File: config.mk
export PLATFORM = sky130hd
export DESIGN_NAME = div_unit
export DESIGN_NICKNAME = d
export VERILOG_FILES = /design/src/rtl/div_unit.sv
export SDC_FILE = /design/constraint.sdc
export NUM_CORES = 1
export LEC_CHECK = 0
export BUFFER_PORTS_ARGS = -buffer_cell sky130_fd_sc_hd__buf_4
export CORE_UTILIZATION = 45
export DETAILED_ROUTE_END_ITERATION = 10
export GPL_ROUTABILITY_DRIVEN = 0
export SKIP_CTS_REPAIR_TIMING = 1
export SLEW_MARGIN = 10
export SYNTH_ARGS = -nofsm -noshare
export SYNTH_HDL_FRONTEND = slang
export SYNTH_SLANG_ARGS = --single-unit
File: constraint.sdc
create_clock -name clk -period 7.8 [get_ports clk]
set_input_delay 1.17 -clock clk [delete_from_list [all_inputs] [get_ports clk]]
set_output_delay 1.17 -clock clk [all_outputs]
set_load 0.01 [all_outputs]
File: src/rtl/div_unit.sv
// rtl/div_unit.sv - multi-cycle 32-bit signed/unsigned radix-2 restoring divider
//
// Purpose:
//   Responder on the EX-stage div_* handshake. A request is latched from FREE,
//   worked on for 32 cycles (one quotient bit per cycle), and the corrected
//   {remainder, quotient} is then held with ready_o until EX drops start_i.
//   Division by zero completes early with a zero result and never traps.
//
// Ports:
//   clk           system clock, rising edge
//   rst           synchronous reset, active-high
//   signed_div_i  1 = DIV (signed), 0 = DIVU; sampled on acceptance only
//   opdata1_i     dividend; sampled on acceptance only
//   opdata2_i     divisor; sampled on acceptance only
//   start_i       request, held high by EX until it sees ready_o
//   annul_i       abort the division in flight (only with DIV_ANNUL_EN)
//   result_o      {remainder[63:32], quotient[31:0]} -> HI, LO
//   ready_o       result_o is valid
//
// Configuration:
//   DIV_ANNUL_EN  when defined, annul_i aborts BY_ZERO/ON and blocks acceptance
//                 in FREE; when undefined annul_i is ignored.

module div_unit (
  input  logic        clk,
  input  logic        rst,
  input  logic        signed_div_i,
  input  logic [31:0] opdata1_i,
  input  logic [31:0] opdata2_i,
  input  logic        start_i,
  input  logic        annul_i,
  output logic [63:0] result_o,
  output logic        ready_o
);

  typedef enum logic [1:0] {
    FREE    = 2'd0,
    BY_ZERO = 2'd1,
    ON      = 2'd2,
    END     = 2'd3
  } state_t;

  state_t      state;
  logic [4:0]  cnt;        // iteration index 0..31
  logic [64:0] work;       // {partial remainder[64:32], quotient[31:0]}
  logic [31:0] divisor;    // |divisor|
  logic        neg_quot;   // quotient needs negating at the end
  logic        neg_rem;    // remainder needs negating at the end

  // Abort request, compiled away entirely when the feature is disabled.
  logic abort;
`ifdef DIV_ANNUL_EN
  assign abort = annul_i;
`else
  logic unused_annul;
  assign abort        = 1'b0;
  assign unused_annul = annul_i;
`endif

  // Operand magnitudes for the unsigned core.
  logic [31:0] dividend_mag;
  logic [31:0] divisor_mag;

  always_comb begin
    dividend_mag = opdata1_i;
    divisor_mag  = opdata2_i;
    if (signed_div_i && opdata1_i[31]) dividend_mag = ~opdata1_i + 32'd1;
    if (signed_div_i && opdata2_i[31]) divisor_mag  = ~opdata2_i + 32'd1;
  end

  // One restoring step: shift left, trial-subtract, keep the difference if
  // it did not borrow. The partial remainder is always below the divisor, so
  // the shifted value fits the 33-bit upper field.
  logic [64:0] shifted;
  logic [32:0] diff;
  logic [64:0] work_next;
  logic [31:0] quot_fix;
  logic [31:0] rem_fix;

  always_comb begin
    shifted   = {work[63:0], 1'b0};
    diff      = shifted[64:32] - {1'b0, divisor};
    work_next = shifted;
    if (!diff[32]) begin
      work_next = {diff, shifted[31:1], 1'b1};
    end
    quot_fix = neg_quot ? (~work_next[31:0] + 32'd1) : work_next[31:0];
    rem_fix  = neg_rem  ? (~work_next[63:32] + 32'd1) : work_next[63:32];
  end

  // work[64] is always zero after a step; only [63:0] feeds the next shift.
  logic unused_work_msb;
  assign unused_work_msb = work[64];

  always_ff @(posedge clk) begin
    if (rst) begin
      state    <= FREE;
      cnt      <= 5'd0;
      work     <= 65'd0;
      divisor  <= 32'd0;
      neg_quot <= 1'b0;
      neg_rem  <= 1'b0;
      result_o <= 64'd0;
      ready_o  <= 1'b0;
    end else begin
      case (state)
        FREE: begin
          if (start_i && !abort) begin
            cnt      <= 5'd0;
            work     <= {33'd0, dividend_mag};
            divisor  <= divisor_mag;
            neg_quot <= signed_div_i & (opdata1_i[31] ^ opdata2_i[31]);
            neg_rem  <= signed_div_i & opdata1_i[31];
            state    <= (opdata2_i == 32'd0) ? BY_ZERO : ON;
          end
        end

        BY_ZERO: begin
          if (abort) begin
            state    <= FREE;
            result_o <= 64'd0;
            ready_o  <= 1'b0;
          end else begin
            result_o <= 64'd0;
            ready_o  <= 1'b1;
            state    <= END;
          end
        end

        ON: begin
          if (abort) begin
            state    <= FREE;
            result_o <= 64'd0;
            ready_o  <= 1'b0;
          end else begin
            work <= work_next;
            cnt  <= cnt + 5'd1;
            if (cnt == 5'd31) begin
              result_o <= {rem_fix, quot_fix};
              ready_o  <= 1'b1;
              state    <= END;
            end
          end
        end

        END: begin
          // Result is held for as long as EX keeps the request up.
          if (!start_i) begin
            result_o <= 64'd0;
            ready_o  <= 1'b0;
            state    <= FREE;
          end
        end

        default: state <= FREE;
      endcase
    end
  end

endmodule

### After elaboration in Yosys (flattened, before gate mapping)

Cells that the tools add are included.

* reductions and logical operators: 10
* multiplexer cells: 20
* bitwise operators: 7
* equality and inequality tests: 7
* add/sub/neg operators: 6

Operator list (number)
* $mux W64: 4
* $pmux W64 S3: 1
* $add A32 B1 Y32 const B: 4
* $mux W32: 4
* $not A32 Y32: 4
* $pmux W64 S2: 1
* $sub A33 B32 Y33: 1
* $logic_not A32 Y1: 1
* $pmux W5 S2: 1
* $mux W2: 4
* $pmux W2 S4: 1
* $ne A2 B2 Y1 const B: 3
* $reduce_and A3 Y1: 2
* $add A5 B1 Y5 const B: 1
* $eq A5 B5 Y1 const B: 1
* $mux W5: 1
* $eq A2 B2 Y1 const B: 2
* $reduce_and A2 Y1: 2
* $pmux W1 S3: 1
* $reduce_bool A3 Y1: 1
* $and A1 B1 Y1: 2
* $eq A2 B1 Y1 const B: 1
* $logic_and A1 B1 Y1: 2
* $logic_not A2 Y1: 1
* other kinds (3): 4

* register bits after elaboration: 170

### Longest topological paths before layout

* depth in word-level cells: 7
* mapped depth: 25
* gate-level depth less buffers: 22

### Least setup slack after synthesis

Ideal clock, no wire load.

* path kind: register to register
* from: reg work[31]
* to: reg result_o[62]
* required time: 7680 ps
* period minus slack after synthesis: 4803 ps
* arrival: 4683 ps
* cell stages (with the launch flop): 25
* setup slack: 2997 ps
* cells stage by stage: dfxtp_1 > inv_1 > ha_1 > inv_1 > fa_1 > a211oi_2 > o211ai_1 > and2_1 > o221a_1 > a211o_1 > nand2_1 > buf_4 > buf_2 > buf_2 > a21oi_1 > inv_1 > ha_1 > inv_1 > or4_1 > nor4b_1 > mux2i_1 > nand3b_1 > nor2_1 > o31ai_1 > a211o_1

* longest elaborated chain between the ends: 7

Ends and longest elaborated chain
* start, declared: line 45 `logic [64:0] work;`
* start signal, assigned: line 110 `work <= {33'd0, dividend_mag};`
* start signal, assigned: line 136 `work <= work_next;`
* $sub A33 B32 Y33: line 82 `diff = shifted[64:32] - {1'b0, divisor};`
* $mux W64 *: line 84 `if (!diff[32]) begin`
* $not A32 Y32: line 88 `rem_fix = neg_rem ? (~work_next[63:32] + 32'd1) : work_next[63:32];`
* $add A32 B1 Y32: line 88
* $mux W32 *: line 88
* $mux W64 *: line 138 `if (cnt == 5'd31) begin`
* $pmux W64 S3 *: line 106 `case (state)`
* end signal, assigned: line 139 `result_o <= {rem_fix, quot_fix};`
* end, declared: line 32 `output logic [63:0] result_o,`

Every way passes the cells marked *; elsewhere a longest branch is shown, timed or not. The select of a mux whose other input is x is not followed.
A chain may end at the register's enable or synchronous reset.

### Worst setup path after layout

* from: reg work[31]
* to: reg result_o[58]

Same word-level chain as after synthesis.

==> impl_results.md <==
* Status: completed
* Post-synth top area cell: dfxtp_1
* Post-Route Skew at around 0.019 ns
* Clock latency on the worst-skew pair at roughly 0.44 ns
* Detailed Route Iter0 Violations at 885
* Die area at ~0.027 mm²
* Fin cells at about 2000
* PwrDens at about 260 mW/mm²
* Yosys warning total at 0
* H-tree levels at 4
* Filler Cells Inserted at 2614
* Grt total ovfl at 0
* CP Capture Type: flip-flop
* Worst hold stages at 2
* Dpl cells at a little over 2000
* Max FO, Critical Path at 11
* DR WL/cell at between 15 and 20 µm
* Slew @ Worst Pin at around 1.1 ns
* Min cycle time layout at 5.54 ns
* CTS tree: yes
* Sequential share of power at 30.4%
* Switch Pwr at around 0.0016 W
* Mapped Area at between 0.01 and 0.015 mm²
* Vias/cell at just under 6
* Final Hold Viols at 0
* Mean Syn Cell Area at 7.30 µm²
* Crit. Startpoint: work[31]$_SDFFE_PP0P_
* Ratio of cells with drive above 1 in the final layout at approximately an eighth
* Adder-cell share of the synthesized area at ~4.6%
* Top-area cell type share of the netlist area at 28.4%
* Worst Path Required at about 8.1 ns
* CP Launch Type: flip-flop
* Simple-gate share of the synthesized area at between 20% and 30%
* Peak supply drop at between 300 and 400 µV
* Max Cap Violations at 0
* Root buf cell: clkbuf_16
* Synth area leaders: dfxtp_1, nand2_1, nor2_1
* Detailed placement HPWL at 27000 µm
* Synth Net Count at between 1500 and 2000
* First-pass GRT wire length at between 50000 and 60000 µm
* Reg2reg end: result_o[58]$_SDFFE_PP0P_
* R2R setup slack at about 2.3 ns
* Endpoint with the worst hold slack: result_o[60]$_SDFFE_PP0P_
* Placement Cell Area at 0.0131 mm²
* DIE WIDTH at roughly 170 µm
* Setup-failing EPs final at 0
* Number of global-route vias before repair at between 10000 and 15000
* Post-DRT Antenna Nets at 0
* Asr flop ratio synth at 0%
* RSZ-0062 raised after global routing: false
* GRT Resource Usage Total at a little over a quarter
* Yosys cell types at 81
* Cells after Synth at around 1600
* Synth-to-Final Area Change at 14.2%
* Design Power at around 0.0035 W
* Leakage power at ~5.3 nW
* Comb pwr share at between 40% and 50%
* Design area at 0.0137 mm²
* Hold WC Path Type: flip-flop to flip-flop
* Largest family of logic cells by synthesized area: compound AO/OA/AOI/OAI gates
* IO Count at 134
* Core box area at between 0.02 and 0.03 mm²
* R2r startpoint: work[31]$_SDFFE_PP0P_
* Drt first pass iters at 5
* Post-synth EDFFs at 0
* Clock tree buffer depth at 2
* Register area share after synthesis at between 20% and 30%
* CTS clk-pin slew, worst paths at roughly 0.070 ns
* CP cell instances: inv_1, ha_1, inv_1, fa_1, a211oi_2, o211ai_1, and2_1, o221a_1, a211o_1, nand2_1, mux2i_1, ha_1, inv_1, or4_1, a211oi_1, a32oi_1, o31ai_2, xnor2_1, a22oi_1, nor2_1
* Initial antenna violation count at 0
* Largest net degree at the start of global routing at a little over 90
* Buffers on Ports at approximately 130
* Period utilization at approximately 70%
* CTS Buf Count at 17
* Slew Limit Headroom at a little over a quarter
* CP max stage delay at 0.60 ns
* CP Class: flip-flop to flip-flop
* Sw Share at between 40% and 50%
* Internal Power at around 0.0019 W
* CTS Sinks at 170
* R2R depth at 20
* Synth Register Bits at between 150 and 200
* DIE HEIGHT at about 170 µm
* Residual DRC at 0
* Synth Area in XOR/XNOR at under 10%
* Post-layout util at 52.4%
* Clk pwr share at between 20% and 30%
* Min-delay src: result_o[60]$_SDFFE_PP0P_
* Post-Route WL at 36200 µm
* Slew Viols, Final at 0
* Total number of vias at ~12000
* Max Freq at between 150 and 200 MHz
* Ys flop type: dfxtp_1
* Worst EP arrival at between 5 and 6 ns
* # nets final at around 1800
* Mux share of post-synthesis cell area at approximately 1.9%
* Setup TNS at 0 ns
* CP most frequent cell: inv_1
* Initial Utilization at between 40% and 50%
* Crit-path slowest cell: or4_1
* Cell row count at just under 60
* Compound-Gate Fraction of Synth Area at between 20% and 30%
## sequential cells by signal (all words and copies together) (netlist names)
signal,cells
neg_quot,1
work,64
cnt,5
result_o,64
divisor,32
neg_rem,1
state,2
ready_o,1
## critical path, delay by kind of cell (launching register included)
kind	cells	cell delay, ns
AOI/OAI and AO/OA	8	2.34
and+or+nand+nor	4	1.18
adders and majority gates	3	0.88
DFF	1	0.33
muxes	1	0.32
buffers and inverters	3	0.23
xor gates and xnor gates	1	0.12
## how the worst max path moves through the flow
stage	slack, ns	cells after the start	endpoint
after floorplan	3.00	24	result_o[62]$_SDFFE_PP0P_
after global placement	2.43	20	result_o[58]$_SDFFE_PP0P_
after detailed placement	2.35	20	result_o[62]$_SDFFE_PP0P_
after CTS	2.32	20	result_o[58]$_SDFFE_PP0P_
after global routing	1.79	20	result_o[58]$_SDFFE_PP0P_
final	2.26	20	result_o[58]$_SDFFE_PP0P_
## power groups by stage
stage               sequential, W  combinational (W)  clock (W)
floorplan                 0.00106            0.00117          0
global placement          0.00109            0.00158          0
detailed placement        0.00110            0.00159          0
CTS                       0.00107            0.00160   0.000875
global route              0.00109            0.00179   0.000906
finish                    0.00108            0.00161   0.000855
## cells in the mapped netlist, drive strengths merged (4+ instances only)
cell    instances
o41ai          16
a311oi          7
a211oi         44
and2           17
o21bai          6
nor2          187
buf            20
xnor2          65
nand2b         13
nor2b           8
o21a            8
dfxtp         170
inv            60
and3            9
nor3           34
o21ai         125
mux2            8
o211ai          7
o31ai          24
mux2i          13
nand2         254
a31oi          10
clkbuf         81
or2            11
xor2           61
nand4          11
a22o            5
a221oi          4
and4            9
nor4           19
a21o            8
o221ai          4
or3            19
a21oi         114
a22oi          61
or4            10
nand3          28
ha             42
nand3b          4
## layer usage
| metal | track usage, % | vias to the layer above | part of all wire [%] |
|---|---|---|---|
| met2 | 42.6 | 295 | 45 |
| met1 | 37.8 | 5510 | 49 |
| met3 | 3.55 | 42 | 4.2 |
| met4 | 7.34 | 0 | 1.7 |
| met5 | 0 | - | 0 |
| li1 | - | 5975 | - |
## per-stage QoR
step	setup slack, ns	hold slack, ns
floorplan	3.00	0.432
detailed placement	2.35	0.443
global placement	2.43	0.436
CTS	2.32	0.453
global route	1.79	0.468
finish	2.26	0.448
## layout make-up
| class | instances | area [µm²] | share of cell area [%] |
|---|---|---|---|
| clock buffers | 18 | 439 | 3.21 |
| clock inverters | 14 | 155 | 1.14 |
| well taps | 335 | 419 | 3.07 |
| multi-input cells | 1307 | 7940 | 58.1 |
| diodes | 1 | 2.50 | 0.0183 |
| flip-flops and latches | 170 | 3400 | 24.9 |
| repair buffers | 144 | 1080 | 7.91 |
| inverters | 60 | 225 | 1.65 |
## logic make-up (layout without fill, tap and decap cells)
group                      count (synthesis)  after routing
buffers and inverters                    161            236
xor gates and xnor gates                 126            126
muxes                                     21             21
DFF                                      170            170
AOI/OAI and AO/OA                        476            476
adders and majority gates                 43             43
other                                      0              1
and+or+nand+nor                          641            641
## placed cells by master (no fill, tap or decap), drive strengths merged, types with 9 or more instances in the layout
master / n
and2: 17
or4: 10
and3: 9
nand4: 11
mux2i: 13
dfxtp: 170
xnor2: 65
buf: 144
inv: 67
xor2: 61
and4: 9
clkbuf: 18
ha: 42
nor2: 187
o31ai: 24
nor4: 19
or2: 11
a211oi: 44
o21ai: 125
a31oi: 10
a21oi: 114
o41ai: 16
nand2: 254
nand3: 28
nor3: 34
or3: 19
nand2b: 13
a22oi: 61
Power figures use the tool's default switching activity.
